### src/rtl/alu_op_sequencer.sv
// Single-issue sequencer: owns a small register file, feeds operands to an external ALU
// and writes the ALU result back one cycle after accepting each instruction.
module alu_op_sequencer #(
   parameter int DATA_W = 4,
   parameter int IDX_W  = 2,
   parameter int CNT_W  = 8
) (
   input  logic                 clk,
   input  logic                 rst,
   input  logic                 instr_valid,
   input  logic [3*IDX_W+2:0]   instr,
   output logic                 instr_ready,
   input  logic                 wr_en,
   input  logic [IDX_W-1:0]     wr_idx,
   input  logic [DATA_W-1:0]    wr_data,
   input  logic [IDX_W-1:0]     rd_idx,
   output logic [DATA_W-1:0]    rd_data,
   output logic [DATA_W-1:0]    alu_rs,
   output logic [DATA_W-1:0]    alu_rt,
   output logic [2:0]           alu_sel,
   input  logic [DATA_W-1:0]    alu_rd,
   output logic                 done,
   output logic [IDX_W-1:0]     done_idx,
   output logic [DATA_W-1:0]    done_data,
   output logic                 cmp_flag,
   output logic [CNT_W-1:0]     instr_count
);

   typedef enum logic {IDLE, EXEC} state_t;

   state_t               state_q, state_d;
   logic                 accept;
   logic [DATA_W-1:0]    regs [2**IDX_W];
   logic [IDX_W-1:0]     dst_p1;

   logic [2:0]           op_f;
   logic [IDX_W-1:0]     rd_f, rs_f, rt_f;

   // Compare ops (6, 7) report their verdict in bit 0 of the ALU result.
   function automatic logic is_cmp(input logic [2:0] sel);
      return sel[2] & sel[1];
   endfunction

   assign op_f = instr[3*IDX_W+2 -: 3];
   assign rd_f = instr[3*IDX_W-1 -: IDX_W];
   assign rs_f = instr[2*IDX_W-1 -: IDX_W];
   assign rt_f = instr[IDX_W-1:0];

   assign instr_ready = (state_q == IDLE) && !wr_en && !rst;
   assign rd_data     = regs[rd_idx];

   always_ff @(posedge clk) begin
      if (rst) state_q <= IDLE;
      else     state_q <= state_d;
   end

   always_comb begin
      state_d = state_q;
      accept  = 1'b0;
      case (state_q)
         IDLE: begin
            if (!wr_en && instr_valid) begin
               accept  = 1'b1;
               state_d = EXEC;
            end
         end
         EXEC:    state_d = IDLE;
         default: state_d = IDLE;
      endcase
   end

   always_ff @(posedge clk) begin
      if (rst) begin
         for (int i = 0; i < 2**IDX_W; i++) regs[i] <= '0;
         alu_rs      <= '0;
         alu_rt      <= '0;
         alu_sel     <= '0;
         dst_p1      <= '0;
         done        <= 1'b0;
         done_idx    <= '0;
         done_data   <= '0;
         cmp_flag    <= 1'b0;
         instr_count <= '0;
      end else begin
         done <= 1'b0;
         // Issue stage: host write wins over instruction accept
         if (state_q == IDLE) begin
            if (wr_en) begin
               regs[wr_idx] <= wr_data;
            end else if (accept) begin
               alu_sel <= op_f;
               alu_rs  <= regs[rs_f];
               alu_rt  <= regs[rt_f];
               dst_p1  <= rd_f;
            end
         end else begin
            // Writeback stage: host writes arriving now are dropped
            regs[dst_p1] <= alu_rd;
            done         <= 1'b1;
            done_idx     <= dst_p1;
            done_data    <= alu_rd;
            instr_count  <= instr_count + 1'b1;
            if (is_cmp(alu_sel)) cmp_flag <= alu_rd[0];
         end
      end
   end

endmodule

### config.mk
export PLATFORM = sky130hd
export DESIGN_NAME = alu_op_sequencer
export DESIGN_NICKNAME = d
export VERILOG_FILES = /design/src/rtl/alu_op_sequencer.sv
export SDC_FILE = /design/constraint.sdc
export NUM_CORES = 1
export LEC_CHECK = 0
export BUFFER_PORTS_ARGS = -buffer_cell sky130_fd_sc_hd__buf_2
export CAP_MARGIN = 20
export CORE_ASPECT_RATIO = 0.8
export CORE_MARGIN = 5
export CORE_UTILIZATION = 45
export CTS_BUF_LIST = sky130_fd_sc_hd__clkbuf_8 sky130_fd_sc_hd__clkbuf_16
export DETAILED_ROUTE_END_ITERATION = 8
export PLACE_DENSITY_LB_ADDON = 0.12
export SLEW_MARGIN = 20
export SYNTH_ARGS = -nofsm -noshare
export SYNTH_HDL_FRONTEND = slang
export SYNTH_SLANG_ARGS = --single-unit
export TNS_END_PERCENT = 20
### constraint.sdc
create_clock -name clk -period 2 [get_ports clk]
set_input_delay 0 -clock clk [delete_from_list [all_inputs] [get_ports clk]]
set_output_delay 0 -clock clk [all_outputs]
set_load 0.05 [all_outputs]
-- Word level (Yosys, flattened, before mapping)
Memories as Yosys holds them, arrays and structs flattened. A register that Yosys moved wholly into a read port is not among the register bits.
Index checks and enable logic that the tools add are counted.
- memories kept: 1
- output and inout port bits: 32
- input port bits: 25
- bits in writable memories: 16
- logic and storage cells: 40
- bits in registers: 22
- bitwise operators: 3
- reductions and logical operators: 9
- $add $sub $neg: 1
- mux-type cells: 18
- memory list (name ; depth ; bits a word ; read ports ; clocked after Yosys merged registers in ; write ports ; line ; text):
    regs ; 4 ; 4 ; 3 ; 2 ; 4 ; 33 ; logic [DATA_W-1:0] regs [2**IDX_W];
- operators by type and width (cell ; number):
    2-to-1 mux 1 bit ; 13
    adder 8 x 1 -> 8 bit (second input constant) ; 1
    2-to-1 mux 4 bit ; 2
    OR reduction 4 bit ; 2
    2-to-1 mux 2 bit ; 2
    logical AND 1 bit ; 3
    AND reduction 3 bit ; 1
    logical NOT 1 bit ; 2
    inverter 1 bit ; 2
    one-hot mux 1 bit (2 select lines) ; 1
    AND reduction 2 bit ; 1
    bitwise AND 1 bit ; 1

-- Logic depth before layout (Yosys ltp)
- word-level depth: 7
- gate-level depth with buffers: 5
- gate-level depth less buffers: 4

-- Least setup slack after synthesis
No wires, ideal clock.
- path type: register -> output
- start: reg state_q
- end: out instr_ready
- path buffers: 2
- required time: 2.000 ns
- arrival: 1.762 ns
- cell stages (with the launch flop): 4
- setup slack: 0.238 ns
- path through: dfxtp_1 -> buf_2 -> buf_2 -> nor3_1
- word-level cells in the longest chain between the ends: 3
- RTL lines (what ; line ; text):
    start, declared ; 31 ; state_t state_q, state_d;
    start signal, assigned ; 54 ; else state_q <= state_d;
    inverter 1 bit (no source line) ; -- ;
    logical AND 1 bit (2 in a row) ; 49 ; assign instr_ready = (state_q == IDLE) && !wr_en && !rst;
    end, declared ; 12 ; output logic instr_ready,
Every way passes these cells.

==> impl_metrics.py <==
metrics = {
    "finish": {
        "final_common_cell": "buf_2",
        "final_cell_mix": "buf_2 (56), nand2_1 (35), dfxtp_1 (30)",
        "nFillCells": 402,
        "final_net_count": 292,
        "final_cells": 327,
        "areaGrowthSynthToFinish_pct": 24.1,
        "diodes": 0,
        "layout-drive-gt1-share": 0.311,
        "fin_util": 0.575,
    },
    "detailed_routing": {
        "drtIter0Drc": 89,
        "num_vias": 1675,
        "routed_wl_mm": 4.74,
        "drc": 0,
        "drt-vias-per-instance": 5.12,
        "route.detailed.wl_per_inst_um": 14.5,
        "drtPass1Iterations": 6,
        "ant_nets": 0,
    },
    "sta": {
        "finalSetupViolCount": 0,
        "relSlewSlack": 0.699,
        "fin_tns_setup_ns": 0,
        "fin_crit_sh": 0.814,
        "drv_slew": 0,
        "rsz0062_at_grt": "false",
        "fmax_ghz": 0.615,
        "worstMarginPinSlew_ns": 0.450,
        "hold_viol": 0,
        "fin_crit_ns": 1.63,
        "holdWs_ns": 0.208,
        "finClkSkew_ns": 0.00471,
    },
    "logic_synthesis": {
        "async_reset_ff_frac": 0,
        "synth_area_um2": 2130,
        "syn_avg_cell_area_um2": 10.6,
        "syn_nets": 226,
        "synth.area.top_cells": "dfxtp_1 (28%), edfxtp_1 (23%), mux4_2 (13%)",
        "synth_top_area_share": 0.282,
        "synth_edf_count": 16,
        "yosysUniqueCellTypes": 35,
        "synthCells": 200,
        "synthFlopType": "dfxtp_1",
        "synth-seq-cells": 46,
        "synth_top_area_cell": "dfxtp_1",
        "yosysSeqAreaShare": 0.508,
        "yosysWarnings": 0,
    },
    "placement": {
        "place.gp.congestion": 0.794,
        "dp_hpwl_mm": 3.50,
        "dpl.cell_count": 309,
        "port_buffers": 56,
    },
    "floorplan": {
        "start_util": 0.463,
        "core-area_um2": 4600,
        "die_width_um": 86.9,
        "ios": 57,
        "die_h_um": 71.5,
        "dieArea_um2": 6220,
        "rows": 22,
    },
    "clock_network": {
        "clkTransAtPathRegs_ns": 0.08,
        "clock_latency_ns": 0.29,
        "cts_tree": "yes",
        "cts-root-buf": "clkbuf_8",
        "clockBufferDepth": 2,
        "cts_buffers": 5,
        "htree_levels": 2,
        "cts_resized": 0,
        "numClockSinks": 46,
    },
    "pwr": {
        "peakVddDrop_uv": 363,
        "power.density_nw_per_um2": 713,
        "leakagePower_nw": 1.12,
    },
    "worst_setup_path": {
        "cp.arrival_ns": 1.62,
        "cpPeakStageDelay_ns": 0.42,
        "cpLargestDelayFamily": "simple AND/OR/NAND/NOR gates",
        "cp.required_ns": 1.99,
        "start_kind": "flip-flop",
        "path_cells": "or3b_4 -> a221oi_4 -> or2_1",
        "r2r_slack_ns": 0.37,
        "cp_slowest_cell": "or3b_4",
        "cp.buffers_inverters": 0,
        "cp_max_fo": 5,
        "path_class": "reg -> reg",
        "critPathCaptureType": "flip-flop",
    },
    "global_route": {
        "track_usage": 0.161,
        "grt_max_degree": 34,
        "grt_pass1_vias": 1602,
        "grt-ovfl-total": 0,
        "grt_first_pass_wirelength_mm": 7.82,
        "antenna_found_initial": 0,
    },
    "min_path": {
        "hold_path_class": "in -> reg",
    },
    "run_status": {
        "status": "finished clean",
    },
    "flow_run": {
        "cap_violations": 0,
    },
}
## per-layer routing
metal | up-vias | track usage | share of wire
met1 | 782 | 0.230 | 0.50
met4 | 0 | 0.0519 | 0.013
li1 | 840 | - | -
met5 | - | 0 | 0
met3 | 7 | 0.0425 | 0.058
met2 | 46 | 0.238 | 0.42
## cell usage after synthesis, drive strengths merged (2+ instances only)
| cell | n |
|---|---|
| a21o | 4 |
| a21oi | 22 |
| and2 | 4 |
| buf | 5 |
| clkbuf | 6 |
| dfxtp | 30 |
| edfxtp | 16 |
| inv | 6 |
| mux2i | 3 |
| mux4 | 12 |
| nand2 | 35 |
| nand2b | 6 |
| nand3 | 3 |
| nand3b | 5 |
| nand4 | 2 |
| nor2 | 16 |
| nor2b | 3 |
| nor3b | 3 |
| o21ai | 2 |
| or3 | 2 |
| or3b | 2 |
| xor2 | 3 |
## kinds of logic after synthesis
logic type,after synthesis,synth area share
buf+inv,17,0.0358
fa+ha+maj,1,0.00587
mux,15,0.141
xor+xnor,4,0.0165
compound gates,33,0.0975
simple gates,84,0.196
flops,46,0.508
## stage by stage
stage,instance area [um2],worst slack [ns],power (mW)
after floorplan,2130,0.238,1.27
after global placement,2460,0.414,1.36
after detailed placement,2460,0.390,1.36
after CTS,2640,0.387,1.90
after global routing,2640,0.228,1.98
final,2640,0.373,1.88
## path summary, 6_finish.rpt
check                                       startpoint                       end  cells after the start
worst max register to register      state_q$_SDFF_PP0_  regs[1][2]$_SDFFCE_PN0P_                      3
worst min register to register  alu_rs[1]$_SDFFE_PP0P_    alu_rs[1]$_SDFFE_PP0P_                      2
worst min-delay path                          instr[3]    alu_rs[1]$_SDFFE_PP0P_                      4
worst max-delay path                state_q$_SDFF_PP0_  regs[1][2]$_SDFFCE_PN0P_                      3
## report_power, final
part / internal (mW) / switching [mW] / leakage (nW) / total (mW)
registers: 1.01 / 0.0281 / 0.408 / 1.03
clock network: 0.237 / 0.298 / 0.0491 / 0.535
logic: 0.120 / 0.194 / 0.663 / 0.314
## what timing repair did
action / CTS / global route
endpoints found under the hold margin: 9 / 0
hold buffers: 10 / 0
setup buffers: 0 / 0
## registers in the layout, indices dropped and copies added, names as in the netlist, 2 cells and up
register / cells
done_idx: 2
regs: 16
alu_rt: 4
instr_count: 8
alu_rs: 4
done_data: 4
alu_sel: 3
dst_p1: 2
## layout make-up
| type | count | area [um2] | share of cell area |
|---|---|---|---|
| flip-flops and latches | 46 | 1080 | 0.409 |
| multi-input cells | 137 | 972 | 0.368 |
| repair buffers | 70 | 410 | 0.155 |
| well taps | 60 | 75.1 | 0.0284 |
| clock buffers | 5 | 68.8 | 0.0260 |
| inverters | 6 | 22.5 | 0.00852 |
| clock inverters | 3 | 13.8 | 0.00521 |
## worst register-to-register path: cells and delay by family (launching register included)
kind | cells | cell delay (ns)
and+or+nand+nor | 2 | 0.67
AOI/OAI and AO/OA | 1 | 0.35
DFF | 1 | 0.31
Note: power is estimated with default switching activity, not from simulation.
